<file path="src/rtl/spi_pkg.sv">
// Shared SPI shifter types and defaults.
// Also used by the APB register block.
package spi_pkg;

  localparam int DATA_WIDTH_DEF = 8;

  typedef enum logic [1:0] {
    IDLE  = 2'd0,
    ARMED = 2'd1,
    SHIFT = 2'd2,
    DONE  = 2'd3
  } state_t;

endpackage

</file>
<file path="src/rtl/spi_shifter.sv">
// SPI master serialiser: shifts a TX word out on mosi
// and assembles an RX word from miso on the selected sclk strobe.
module spi_shifter
  import spi_pkg::*;
#(
  parameter int DATA_WIDTH = DATA_WIDTH_DEF
) (
  input  logic                  P_clk,
  input  logic                  P_rst,
  input  logic                  ss,
  input  logic                  send_data,
  input  logic                  lsbfe,
  input  logic                  cpol,
  input  logic                  cpha,
  input  logic                  flag_low,
  input  logic                  flag_high,
  input  logic [DATA_WIDTH-1:0] data_mosi,
  input  logic                  miso,
  output logic                  mosi,
  output logic [DATA_WIDTH-1:0] data_miso,
  output logic                  receive_data,
  output logic                  busy
);

  localparam int CW = $clog2(DATA_WIDTH);
  localparam int DW = DATA_WIDTH;

  state_t          state, state_n;
  logic [DW-1:0]   tx_shift, tx_n;
  logic [DW-1:0]   rx_shift, rx_n;
  logic [CW-1:0]   bit_cnt, cnt_n;
  logic            lsb_q, lsb_n;
  logic            mosi_n;
  logic [DW-1:0]   dm_n;
  logic            rd_n;
  logic            busy_n;
  logic            edge_s;
  logic            last;

  assign edge_s = (cpol ^ cpha) ? flag_high : flag_low;
  assign last   = (bit_cnt == CW'(DW - 1));

  always_ff @(posedge P_clk) begin
    if (P_rst) begin
      state        <= IDLE;
      tx_shift     <= '0;
      rx_shift     <= '0;
      bit_cnt      <= '0;
      lsb_q        <= 1'b0;
      mosi         <= 1'b0;
      data_miso    <= '0;
      receive_data <= 1'b0;
      busy         <= 1'b0;
    end else begin
      state        <= state_n;
      tx_shift     <= tx_n;
      rx_shift     <= rx_n;
      bit_cnt      <= cnt_n;
      lsb_q        <= lsb_n;
      mosi         <= mosi_n;
      data_miso    <= dm_n;
      receive_data <= rd_n;
      busy         <= busy_n;
    end
  end

  always_comb begin
    state_n = state;
    tx_n    = tx_shift;
    rx_n    = rx_shift;
    cnt_n   = bit_cnt;
    lsb_n   = lsb_q;
    mosi_n  = mosi;
    dm_n    = data_miso;
    rd_n    = 1'b0;
    unique case (state)
      IDLE: begin
        if (send_data) begin
          tx_n    = data_mosi;
          lsb_n   = lsbfe;
          cnt_n   = '0;
          mosi_n  = lsbfe ? data_mosi[0]
                          : data_mosi[DW-1];
          state_n = ARMED;
        end
      end
      ARMED: begin
        if (!ss) state_n = SHIFT;
      end
      SHIFT: begin
        // Abort wins over a coincident strobe.
        if (ss) begin
          state_n = IDLE;
        end else if (edge_s) begin
          if (lsb_q) begin
            rx_n = {miso, rx_shift[DW-1:1]};
            tx_n = {1'b0, tx_shift[DW-1:1]};
          end else begin
            rx_n = {rx_shift[DW-2:0], miso};
            tx_n = {tx_shift[DW-2:0], 1'b0};
          end
          cnt_n = bit_cnt + CW'(1);
          if (last) begin
            dm_n    = rx_n;
            rd_n    = 1'b1;
            state_n = DONE;
          end else begin
            mosi_n = lsb_q ? tx_shift[1]
                           : tx_shift[DW-2];
          end
        end
      end
      DONE: begin
        state_n = IDLE;
      end
      default: state_n = IDLE;
    endcase
    busy_n = (state_n != IDLE);
  end

endmodule

</file>
<file path="config.mk">
export PLATFORM = sky130hd
export DESIGN_NAME = spi_shifter
export DESIGN_NICKNAME = d
export VERILOG_FILES = /design/src/rtl/spi_pkg.sv /design/src/rtl/spi_shifter.sv
export SDC_FILE = /design/constraint.sdc
export NUM_CORES = 1
export LEC_CHECK = 0
export ABC_AREA = 0
export CAP_MARGIN = 30
export CELL_PAD_IN_SITES_DETAIL_PLACEMENT = 1
export CELL_PAD_IN_SITES_GLOBAL_PLACEMENT = 2
export CORE_ASPECT_RATIO = 1.2
export CORE_UTILIZATION = 29
export DETAILED_ROUTE_END_ITERATION = 7
export PLACE_DENSITY = 0.73
export SYNTH_ARGS = -nofsm -noshare
export SYNTH_HDL_FRONTEND = slang
export SYNTH_SLANG_ARGS = --single-unit
export TNS_END_PERCENT = 20
</file>
<file path="constraint.sdc">
create_clock -name P_clk -period 1.8 [get_ports P_clk]
set_input_delay 0.54 -clock P_clk [delete_from_list [all_inputs] [get_ports P_clk]]
set_output_delay 0.54 -clock P_clk [all_outputs]
set_load 0.05 [all_outputs]
</file>
==> impl_metrics.prom <==
# TYPE chip_impl_metric gauge
chip_impl_metric{name="leakage",unit="nW"} 0.990
chip_impl_metric{name="hold_ws",unit="ps"} 470
chip_impl_metric{name="largest_clock_skew_in_the_final_design",unit="ps"} 4.04
chip_impl_metric{name="power_report.internal_total",unit="mW"} 1.37
chip_impl_metric{name="post-dp-hpwl",unit="um"} 3480
chip_impl_metric{name="async_reset_ff_frac",unit=""} 0
chip_impl_metric{name="grt_max_degree",unit=""} 28
chip_impl_info{name="holdCritPathClass",value="reg2reg"} 1
chip_impl_info{name="yosysMostFrequentCell",value="mux2i_1"} 1
chip_impl_metric{name="grt_pass1_vias",unit=""} 1724
chip_impl_metric{name="final_cell_count_no_fill",unit=""} 302
chip_impl_metric{name="post_synth_inst_count",unit=""} 178
chip_impl_metric{name="cts_hold_repair.buffers",unit=""} 0
chip_impl_metric{name="final_min_period_over_clock_period",unit=""} 0.911
chip_impl_metric{name="initial_antenna_violation_count",unit=""} 0
chip_impl_metric{name="placement_rows",unit=""} 30
chip_impl_metric{name="cts_max_level",unit=""} 2
chip_impl_metric{name="layout-drive-gt1-share",unit=""} 0.302
chip_impl_metric{name="swShare",unit=""} 0.254
chip_impl_metric{name="post-route-util",unit=""} 0.438
chip_impl_metric{name="clock_network_latency_to_the_later_pin_of_the_worst_skew_pair",unit="ps"} 290
chip_impl_metric{name="die_h",unit="um"} 86.2
chip_impl_metric{name="fin_tns_setup",unit="ps"} 0
chip_impl_metric{name="transition_time_of_the_tightest_slew_check_pin",unit="ps"} 299
chip_impl_metric{name="die-width",unit="um"} 72.2
chip_impl_metric{name="clock_group_share_of_total_power",unit=""} 0.402
chip_impl_info{name="synth.largest_area_cell",value="dfxtp_1"} 1
chip_impl_metric{name="route.detailed.vias_per_inst",unit=""} 4.97
chip_impl_metric{name="power.net_switching",unit="uW"} 469
chip_impl_metric{name="worst_slew_margin_rel",unit=""} 0.800
chip_impl_metric{name="hold_viol",unit=""} 0
chip_impl_metric{name="critPathRequiredTime",unit="ps"} 2020
chip_impl_info{name="clock_tree_from_tritoncts",value="built"} 1
chip_impl_metric{name="maxCapViolCount",unit=""} 0
chip_impl_info{name="endpoint_kind",value="flop"} 1
chip_impl_metric{name="start_util",unit=""} 0.302
chip_impl_info{name="path_class",value="in2reg"} 1
chip_impl_metric{name="final_net_count",unit=""} 241
chip_impl_metric{name="final_max_slew_viol_count",unit=""} 0
chip_impl_metric{name="route.final.wire_length",unit="um"} 4980
chip_impl_info{name="critPathLaunchType",value="primary input"} 1
chip_impl_metric{name="path_max_fanout",unit=""} 6
chip_impl_metric{name="tritoncts.num_buffers",unit=""} 5
chip_impl_metric{name="ys_ff_latch",unit=""} 33
chip_impl_metric{name="drc_errors",unit=""} 0
chip_impl_metric{name="grt_util_all_layers",unit=""} 0.177
chip_impl_info{name="status",value="finished clean"} 1
chip_impl_metric{name="finalCriticalPeriod",unit="ps"} 1640
chip_impl_metric{name="post-synth-top-area-fraction",unit=""} 0.386
chip_impl_metric{name="worst_endpoint_data_arrival_time",unit="ps"} 1860
chip_impl_metric{name="gpl.final_weighted_congestion",unit=""} 0.780
chip_impl_metric{name="firstDrtPassIters",unit=""} 4
chip_impl_metric{name="synthesis.yosys.warnings",unit=""} 0
chip_impl_metric{name="synth.avg_cell_area",unit="um2"} 9.62
chip_impl_metric{name="ant_nets",unit=""} 0
chip_impl_metric{name="yosysSeqAreaShare",unit=""} 0.386
chip_impl_metric{name="worst_ir_drop_vdd",unit="V"} 0.000487
chip_impl_info{name="netlist_top_cells_area",value="dfxtp_1, mux2i_1, nand2_1"} 1
chip_impl_metric{name="grt_pass1_wl",unit="um"} 8360
chip_impl_metric{name="total_chip_power",unit="mW"} 1.84
chip_impl_metric{name="pwr_density_cell",unit="nW/um2"} 742
chip_impl_metric{name="setup_viol_count_final",unit=""} 0
chip_impl_metric{name="antenna_cells",unit=""} 0
chip_impl_metric{name="combinational_power_share",unit=""} 0.174
chip_impl_metric{name="core_footprint",unit="um2"} 5670
chip_impl_metric{name="syn_area",unit="um2"} 1710
chip_impl_metric{name="synth_enable_flop_cells",unit=""} 0
chip_impl_metric{name="clkSinkCount",unit=""} 33
chip_impl_metric{name="port_buffers",unit=""} 28
chip_impl_metric{name="first_iter_violations",unit=""} 39
chip_impl_metric{name="grt_overflow_total",unit=""} 0
chip_impl_metric{name="path_clk_slew",unit="ps"} 70
chip_impl_metric{name="vias",unit=""} 1500
chip_impl_info{name="ys_top_cells_by_count",value="mux2i_1, dfxtp_1, nand2_1"} 1
chip_impl_info{name="rsz0062_at_grt",value="false"} 1
chip_impl_metric{name="clockBufferDepth",unit=""} 2
chip_impl_info{name="root_buffer",value="clkbuf_8"} 1
chip_impl_metric{name="dp.cells",unit=""} 290
chip_impl_metric{name="max_clock_freq",unit="GHz"} 0.610
chip_impl_metric{name="avgRoutedWirePerCell",unit="um"} 16.5
chip_impl_metric{name="area_delta_synth_final",unit="%"} 45.0
chip_impl_metric{name="die_area",unit="um2"} 6220
chip_impl_metric{name="number_of_distinct_library_cell_variants_in_the_gate_level_netlist_after_synthesis",unit=""} 37
chip_impl_info{name="main_flop_type_after_synthesis",value="dfxtp_1"} 1
chip_impl_metric{name="synth_fp_nets",unit=""} 198
chip_impl_metric{name="boundaryPins",unit=""} 29
chip_impl_metric{name="seq_power_share",unit=""} 0.424
==> logic make-up after synthesis <==
kind of cell	synth area share
xor+xnor	0.0102
flops	0.386
compound gates	0.162
simple gates	0.130
mux	0.229
fa+ha+maj	0.0146
buf+inv	0.0679
==> area by class of cell <==
cell class                 count  area [um2]
sequential                    33         661
clock buffer                   7        86.3
timing repair buffer          51         591
clock inverter                 1        30.0
tap                           80         100
fill                         638        3180
inverter                       3        11.3
multi-input combinational    127        1000
==> through the flow <==
step / instance area [um2] / setup WS (ps)
3_5_place_dp: 2250 / -570
3_3_place_gp: 2250 / -494
4_1_cts: 2430 / -1.25
5_1_grt: 2480 / 71.8
2_1_floorplan: 1720 / 33.5
6_report: 2480 / 160
==> critical path, stage by stage <==
cell,delay (ps)
clkbuf_2,110
xor2_2,240
mux2_4,390
a21oi_4,220
buf_12,160
mux2i_4,200
==> routing by layer <==
layer  global-route usage  vias to the layer above  part of all wire
li1                     -                      736                 -
met1                0.186                      726              0.40
met2                0.338                       28              0.56
met3               0.0349                       10             0.023
met4               0.0695                        0             0.022
met5                    0                        -                 0
==> registers in the layout (all words and copies together), names as in the netlist <==
signal	flops
tx_shift	8
mosi	1
rx_shift	8
receive_data	1
busy	1
state	2
data_miso	8
bit_cnt	3
lsb_q	1
==> layout by cell type (no fill, tap or decap), types with 3 or more instances in the layout <==
cell type        count
mux2i_1             33
dfxtp_1             33
nand2_1             24
buf_4               22
clkdlybuf4s50_1     12
buf_12              10
a31oi_1              8
a311oi_1             8
or2_2                8
o211ai_1             7
clkbuf_8             6
nor2_1               4
mux2_4               3
o21ai_0              3
dlymetal6s2s_1       3
==> power groups by stage <==
stage	clock network, mW	registers (mW)	logic [mW]
global route	0.796	0.785	0.343
finish	0.742	0.781	0.320
floorplan	0	0.799	0.165
CTS	0.774	0.781	0.303
detailed placement	0	0.797	0.295
global placement	0	0.797	0.282
==> what timing repair did <==
action / 4_1_cts / 5_1_grt
cloned: 2 / 1
gates resized for setup: 6 / 13
setup buffers: 1 / 0
pin swaps: 3 / 2
endpoints found under the setup margin: 30 / 22
==> path summary, 6_finish.rpt <==
kind / cells after the start / start / endpoint / slack (ps)
min reg2reg: 2 / data_miso[3] / data_miso[3] / 470
max reg2reg: 5 / state[1] / bit_cnt[0] / 170
max: 6 / cpha / bit_cnt[0] / 160
min: 2 / data_miso[3] / data_miso[3] / 470
(Power assumes the default switching activity.)
